===== config.mk =====
export PLATFORM = sky130hd
export DESIGN_NAME = pipe_hazard_unit
export DESIGN_NICKNAME = d
export VERILOG_FILES = /design/src/rtl/pipe_hazard_unit_pkg.sv /design/src/rtl/pipe_hazard_unit_slot_match.sv /design/src/rtl/pipe_hazard_unit.sv
export SDC_FILE = /design/constraint.sdc
export NUM_CORES = 1
export LEC_CHECK = 0
export CAP_MARGIN = 40
export CORE_UTILIZATION = 45
export CTS_CLUSTER_SIZE = 25
export DETAILED_ROUTE_END_ITERATION = 10
export PLACE_DENSITY = 0.82
export SYNTH_ARGS = -nofsm -noshare
export SYNTH_HDL_FRONTEND = slang
export SYNTH_SLANG_ARGS = --single-unit

===== constraint.sdc =====
create_clock -name clk -period 1.8 [get_ports clk]
set_input_delay 0.36 -clock clk [delete_from_list [all_inputs] [get_ports clk]]
set_output_delay 0.36 -clock clk [all_outputs]
set_load 0.01 [all_outputs]

===== src/rtl/pipe_hazard_unit_pkg.sv =====
// rtl/pipe_hazard_unit_pkg.sv - shared types and constants for the pipeline hazard unit
// Purpose : slot record type, forward-select encoding and legal parameter ranges,
//           shared by pipe_hazard_unit and hazard_slot_match.
// Ports   : none (package)
package pipe_hazard_unit_pkg;

   localparam int PHU_REG_IDX_W = 5;

   // Forward-select value meaning "take the operand from the register file".
   localparam int FWD_RF = 0;

   localparam int DEPTH_MIN       = 2;
   localparam int DEPTH_MAX       = 8;
   localparam int LOAD_LAT_MIN    = 0;
   localparam int FLUSH_DEPTH_MIN = 1;
   localparam int FLUSH_DEPTH_MAX = 4;

   typedef struct packed {
      logic                     valid;
      logic [PHU_REG_IDX_W-1:0] rd;
      logic                     regwrite;
      logic                     is_load;
   } slot_t;

   localparam slot_t SLOT_EMPTY = '0;

   // LOAD_LAT upper bound depends on DEPTH: the load result must be forwardable
   // from some slot no later than WB.
   function automatic logic cfg_legal(input int reg_idx_w, input int depth,
                                      input int load_lat, input int flush_depth);
      return (reg_idx_w == PHU_REG_IDX_W) &&
             (depth >= DEPTH_MIN) && (depth <= DEPTH_MAX) &&
             (load_lat >= LOAD_LAT_MIN) && (load_lat <= depth - 2) &&
             (flush_depth >= FLUSH_DEPTH_MIN) && (flush_depth <= FLUSH_DEPTH_MAX);
   endfunction

endpackage


===== src/rtl/pipe_hazard_unit_slot_match.sv =====
// rtl/pipe_hazard_unit_slot_match.sv - per-slot producer/consumer comparator
// Purpose : decides whether the instruction recorded in one pipeline slot
//           produces a given source register, and whether its result is
//           available for forwarding at that slot position.
// Ports   : rec_i   - slot record {valid, rd, regwrite, is_load}
//           rs_i    - consumer source register index
//           hit_o   - slot is a valid writer of rs_i (rs_i != x0)
//           avail_o - slot result is forwardable at position SLOT_IDX
module hazard_slot_match
   import pipe_hazard_unit_pkg::*;
#(
   parameter int SLOT_IDX = 2,
   parameter int LOAD_LAT = 1
) (
   input  slot_t                    rec_i,
   input  logic [PHU_REG_IDX_W-1:0] rs_i,
   output logic                     hit_o,
   output logic                     avail_o
);

   // x0 is hardwired zero, so it never has a producer.
   assign hit_o   = rec_i.valid & rec_i.regwrite & (rs_i != '0) & (rec_i.rd == rs_i);

   // Load data appears only once the load has moved LOAD_LAT slots past EX.
   assign avail_o = ~rec_i.is_load | (SLOT_IDX > LOAD_LAT + 1);

endmodule


===== src/rtl/pipe_hazard_unit.sv =====
// rtl/pipe_hazard_unit.sv - hazard detection and forwarding control for the in-order pipeline
// Purpose : tracks destination registers of in-flight instructions (slot 1 = EX
//           .. slot DEPTH = WB), selects EX operand forwarding sources, stalls
//           ID on load-use hazards, squashes younger instructions after a taken
//           branch and drives the register-file write enable.
// Ports   : clk, rst                      - clock, synchronous active-high reset
//           id_valid/rs1/rs2/rd           - instruction currently in ID
//           id_regwrite, id_is_load       - ID instruction attributes
//           ex_branch_taken               - EX instruction resolved taken
//           stall, flush                  - hold / kill IF-ID this cycle
//           ex_valid                      - slot 1 holds a real instruction
//           fwd_sel1, fwd_sel2            - 0 = register file, k = slot k result
//           wb_we, wb_rd                  - register-file write port control
module pipe_hazard_unit
   import pipe_hazard_unit_pkg::*;
#(
   parameter int REG_IDX_W   = PHU_REG_IDX_W,
   parameter int DEPTH       = 3,
   parameter int LOAD_LAT    = 1,
   parameter int FLUSH_DEPTH = 2,
   parameter int SEL_W       = $clog2(DEPTH + 1)
) (
   input  logic                 clk,
   input  logic                 rst,
   input  logic                 id_valid,
   input  logic [REG_IDX_W-1:0] id_rs1,
   input  logic [REG_IDX_W-1:0] id_rs2,
   input  logic [REG_IDX_W-1:0] id_rd,
   input  logic                 id_regwrite,
   input  logic                 id_is_load,
   input  logic                 ex_branch_taken,
   output logic                 stall,
   output logic                 flush,
   output logic                 ex_valid,
   output logic [SEL_W-1:0]     fwd_sel1,
   output logic [SEL_W-1:0]     fwd_sel2,
   output logic                 wb_we,
   output logic [REG_IDX_W-1:0] wb_rd
);

   localparam int SQ_W = $clog2(FLUSH_DEPTH + 1);

   if (!cfg_legal(REG_IDX_W, DEPTH, LOAD_LAT, FLUSH_DEPTH)) begin : g_cfg_illegal
      $error("pipe_hazard_unit: illegal parameter combination");
   end

   slot_t                slot_q [1:DEPTH];
   slot_t                slot_d [1:DEPTH];
   logic [REG_IDX_W-1:0] ex_rs1_q, ex_rs1_d;
   logic [REG_IDX_W-1:0] ex_rs2_q, ex_rs2_d;
   logic [SQ_W-1:0]      sq_cnt_q, sq_cnt_d;

   logic                 branch_kill;
   logic                 flush_raw;
   logic                 load_use;
   logic                 issue;

   logic [DEPTH:2]       fwd1_hit, fwd1_avail;
   logic [DEPTH:2]       fwd2_hit, fwd2_avail;
   logic [DEPTH-2:0]     lu_hazard;     // bit j-1 covers slot j

   // ---------------------------------------------------------------------
   // Forwarding comparators: slot 1 sources against every older slot.
   // ---------------------------------------------------------------------
   for (genvar k = 2; k <= DEPTH; k++) begin : g_fwd
      hazard_slot_match #(.SLOT_IDX(k), .LOAD_LAT(LOAD_LAT)) u_rs1 (
         .rec_i   (slot_q[k]),
         .rs_i    (ex_rs1_q),
         .hit_o   (fwd1_hit[k]),
         .avail_o (fwd1_avail[k])
      );
      hazard_slot_match #(.SLOT_IDX(k), .LOAD_LAT(LOAD_LAT)) u_rs2 (
         .rec_i   (slot_q[k]),
         .rs_i    (ex_rs2_q),
         .hit_o   (fwd2_hit[k]),
         .avail_o (fwd2_avail[k])
      );
   end

   // ---------------------------------------------------------------------
   // Load-use comparators: ID sources against slots that a consumer issued
   // now would find one position further on. A producer in slot j is seen at
   // slot j+1 when the consumer reaches EX; if it is not available there the
   // consumer must wait. Only slots j <= LOAD_LAT can be too young.
   // ---------------------------------------------------------------------
   for (genvar j = 1; j < DEPTH; j++) begin : g_lu
      if (j <= LOAD_LAT) begin : g_chk
         logic h1, a1, h2, a2;
         hazard_slot_match #(.SLOT_IDX(j + 1), .LOAD_LAT(LOAD_LAT)) u_rs1 (
            .rec_i   (slot_q[j]),
            .rs_i    (id_rs1),
            .hit_o   (h1),
            .avail_o (a1)
         );
         hazard_slot_match #(.SLOT_IDX(j + 1), .LOAD_LAT(LOAD_LAT)) u_rs2 (
            .rec_i   (slot_q[j]),
            .rs_i    (id_rs2),
            .hit_o   (h2),
            .avail_o (a2)
         );
         assign lu_hazard[j-1] = (h1 & ~a1) | (h2 & ~a2);
      end else begin : g_none
         assign lu_hazard[j-1] = 1'b0;
      end
   end

   // ---------------------------------------------------------------------
   // Control outputs. Reset forces every output low regardless of state.
   // ---------------------------------------------------------------------
   assign branch_kill = ex_branch_taken & slot_q[1].valid;
   assign flush_raw   = branch_kill | (sq_cnt_q != '0);
   assign load_use    = id_valid & (|lu_hazard);

   assign flush    = ~rst & flush_raw;
   assign stall    = ~rst & load_use & ~flush_raw;   // a squashed consumer needs no stall
   assign issue    = id_valid & ~stall & ~flush;
   assign ex_valid = ~rst & slot_q[1].valid;

   assign wb_we = ~rst & slot_q[DEPTH].valid & slot_q[DEPTH].regwrite &
                  (slot_q[DEPTH].rd != '0);
   assign wb_rd = rst ? '0 : slot_q[DEPTH].rd;

   // Priority encode: scanning from oldest to youngest lets the youngest
   // available producer overwrite older ones.
   always_comb begin
      fwd_sel1 = SEL_W'(FWD_RF);
      fwd_sel2 = SEL_W'(FWD_RF);
      for (int k = DEPTH; k >= 2; k--) begin
         if (fwd1_hit[k] && fwd1_avail[k]) fwd_sel1 = SEL_W'(k);
         if (fwd2_hit[k] && fwd2_avail[k]) fwd_sel2 = SEL_W'(k);
      end
      if (rst || !slot_q[1].valid) begin
         fwd_sel1 = SEL_W'(FWD_RF);
         fwd_sel2 = SEL_W'(FWD_RF);
      end
   end

   // ---------------------------------------------------------------------
   // Next state: older slots always advance; slot 1 gets ID or a bubble.
   // ---------------------------------------------------------------------
   always_comb begin
      slot_d[1] = SLOT_EMPTY;
      ex_rs1_d  = '0;
      ex_rs2_d  = '0;
      sq_cnt_d  = sq_cnt_q;
      if (issue) begin
         slot_d[1].valid    = 1'b1;
         slot_d[1].rd       = id_rd;
         slot_d[1].regwrite = id_regwrite;
         slot_d[1].is_load  = id_is_load;
         ex_rs1_d           = id_rs1;
         ex_rs2_d           = id_rs2;
      end
      for (int k = 2; k <= DEPTH; k++) begin
         slot_d[k] = slot_q[k-1];
      end
      // The branch cycle itself is one flush cycle, hence FLUSH_DEPTH-1 more.
      if (branch_kill) begin
         sq_cnt_d = SQ_W'(FLUSH_DEPTH - 1);
      end else if (sq_cnt_q != '0) begin
         sq_cnt_d = sq_cnt_q - 1'b1;
      end
   end

   always_ff @(posedge clk) begin
      if (rst) begin
         for (int k = 1; k <= DEPTH; k++) begin
            slot_q[k] <= SLOT_EMPTY;
         end
         ex_rs1_q <= '0;
         ex_rs2_q <= '0;
         sq_cnt_q <= '0;
      end else begin
         for (int k = 1; k <= DEPTH; k++) begin
            slot_q[k] <= slot_d[k];
         end
         ex_rs1_q <= ex_rs1_d;
         ex_rs2_q <= ex_rs2_d;
         sq_cnt_q <= sq_cnt_d;
      end
   end

endmodule


==> results by group <==
Synth
  • Most frequent cell after synthesis: dfxtp_1
  • Distinct cells, synth: 29
  • Synth Net Count: 202
  • Yosys warns: 0
  • Asr flop ratio synth: 0%
  • Post-synth design cell area: 1640 um^2
  • Synth Instances: 180
  • Area share of the largest cell type after synthesis: 42.7%
  • Synth area leader: dfxtp_1
  • Post-synth EDFFs: 0
  • Sequential element share of the synthesized area: 42.7%
  • Ys flop type: dfxtp_1
  • Synthesis-stage register bit count: 35
  • Synth cell count leaders: dfxtp_1 (35), nor2b_1 (22), nor3_1 (21)
  • Avg Inst Size Synth: 9.11 um^2
  • Synth top area cells: dfxtp_1 (43%), xnor2_1 (8.5%), nor2b_1 (8.4%), xor2_1 (6.9%), nor3_1 (6.4%)

Placement
  • Port Buffer Count: 33
  • Post-DP HPWL: 2960 um
  • Post-placement cell count: 294
  • RePlAce Congestion: 0.932
  • DP Area: 2310 um^2
  • Pre-CTS WS: -0.801 ns

Layout
  • Register Area: 719 um^2
  • Area grow syn2layout: 55.4%
  • Ant. Diodes: 0
  • Share of layout cells above drive strength 1: 38.9%
  • Area of the multi-input gates: 1020 um^2
  • Nets: 284
  • Filler cell count: 243
  • Final design utilization: 74.6%
  • Non-filler cells, final: 308
  • Finished Cell Area: 2550 um^2

Routing
  • Post-route ant nets: 0
  • Vias: 1580
  • Drt total wl: 4200 um
  • Starting DRC count in detailed routing: 48
  • Via density: 5.13
  • Drt wl/cell: 13.6 um
  • Pre-antenna DRT Iters: 4
  • DRC Markers: 0

Worst setup path
  • CP arrival: 1.66 ns
  • Worst Reg-to-Reg Cells: 8
  • Critical path class: reg -> out
  • Endpoint class of the critical path: primary output
  • CP startpoint kind: flip-flop
  • Critical Path RT: 1.44 ns
  • CP Max Fanout: 3

STA
  • RSZ-0062 raised after global routing: yes
  • Setup violators final: 5
  • Clock Skew: 0.00552 ns
  • Min Tclk post-route: 2.02 ns
  • Actual slew at the worst max-slew pin: 0.345 ns
  • Worst setup margin: -0.217 ns
  • Slew headroom: 76.8%
  • Setup_tns: -0.611 ns
  • Final Hold Slack: 0.347 ns
  • Hold Vio Cnt, Final: 0
  • Fmax: 496 MHz
  • Count of pins over their slew limit: 0
  • Final worst path period share: 112%

Outcome
  • Violated checks: negative setup slack
  • Status: complete, but fails checks

GRT
  • First-pass GRT wire length: 6660 um
  • Total track usage: 22.2%
  • Largest net degree at the start of global routing: 19
  • Antenna violations before repair: 0
  • Vias in the first global route: 1540
  • Gr ovfl total: 0

Power
  • Clk pwr share: 20.2%
  • Peak supply drop: 0.707 mV
  • Reg power frac: 44.4%
  • Switching Fraction: 32.0%
  • Combinational power share: 35.4%
  • Switch Pwr: 687 uW
  • Leakage: 1.20 nW
  • Power, Total: 2.15 mW
  • Pwr Density: 842 nW/um^2
  • Pint: 1.46 mW

Worst hold path
  • Hold crit path type: in -> reg
  • Hold path depth: 3

Clocking
  • Num Clock Sinks: 35
  • CTS tree: built
  • Clk buf depth: 2
  • Total CTS buffers: 5
  • Clock-pin slew on the worst setup and hold paths: 0.10 ns
  • Clk_lat worst skew: 0.34 ns
  • H-tree depth: 2
  • Clk root buf: clkbuf_4

Floorplan
  • Core area: 3420 um^2
  • Die footprint: 3890 um^2
  • Initial Util: 48.0%
  • Die Wd: 62.4 um
  • I/O pin count: 34
  • Row cnt: 21
  • Die Y: 62.4 um

Flow run
  • Max cap viols: 0
[cell families after synthesis]
family	count (synthesis)	synth area share (%)
AND/OR/NAND/NOR	92	32.2
flip-flops	35	42.7
XOR/XNOR	29	15.5
AO/OA/AOI/OAI	12	5.19
buffers and inverters	11	3.66
adder cells (fa/ha/maj)	1	0.763
[final timing paths]
path,slack (ns),from,end
max,-0.22,slot_q[0][10],stall
min,0.35,rst,sq_cnt_q[0]
max reg2reg,0.06,slot_q[0][11],ex_rs2_q[2]
min reg2reg,0.46,slot_q[0][17],slot_q[0][25]
[state kept, by name (all words and copies together), names as in the netlist]
signal,flops
sq_cnt_q,2
slot_q,23
ex_rs2_q,5
ex_rs1_q,5
[area by class of cell]
cell class              count  share of cell area [%]
repair buffers             82                    26.6
flip-flops and latches     35                    28.2
well taps                  46                    2.26
clock buffers               6                    2.01
inverters                   4                   0.589
multi-input cells         134                    40.2
clock inverters             1                   0.196
[routing by layer]
metal  vias to the layer above  part of all wire [%]  GRT usage (%)
met5                         -                     0              0
met4                         0                   2.1           9.30
met3                        10                   5.0           6.39
met2                        51                    53           39.8
met1                       732                    40           24.5
li1                        787                     -              -
[power groups by stage]
stage | combinational [mW] | clock, mW | sequential, mW
5_1_grt | 0.834 | 0.479 | 0.964
3_3_place_gp | 0.606 | 0 | 0.949
3_5_place_dp | 0.630 | 0 | 0.954
6_report | 0.759 | 0.434 | 0.952
2_1_floorplan | 0.362 | 0 | 0.944
4_1_cts | 0.714 | 0.441 | 0.946
[worst max-delay path, stage by stage, from the launching register on]
cell and delay, ns:
dfxtp_2 0.34, buf_4 0.14, xnor2_2 0.13, nand4_1 0.14, a211o_1 0.33, o41ai_4 0.06, buf_2 0.17
[cell usage in the layout (no fill, tap or decap), drive strengths merged]
cell type / synthesis / routed
o41ai: 2 / 2
inv: 4 / 4
buf: 3 / 54
nor3: 21 / 21
nor2b: 22 / 22
clkinv: 0 / 1
a211oi: 2 / 2
nor4: 5 / 5
o21ai: 3 / 3
dfxtp: 35 / 35
nand3b: 1 / 1
a21oi: 4 / 4
dlymetal6s2s: 0 / 3
and2: 3 / 3
dlygate4sd2: 0 / 10
nand2b: 1 / 1
nor2: 5 / 5
or4: 1 / 1
a211o: 1 / 1
xnor2: 16 / 16
nand3: 17 / 17
ha: 1 / 1
nand2: 9 / 9
nand4b: 1 / 1
xor2: 13 / 13
nand4: 6 / 6
clkbuf: 4 / 9
clkdlybuf4s50: 0 / 12
[what timing repair did]
action / 4_1_cts / 5_1_grt
cloned: 0 / 1
setup endpoints to repair: 24 / 19
pin swaps: 12 / 16
setup buffers: 6 / 1
gates resized for setup: 63 / 27
hold buffers: 0 / 0
Note: power is estimated with default switching activity, not from simulation.
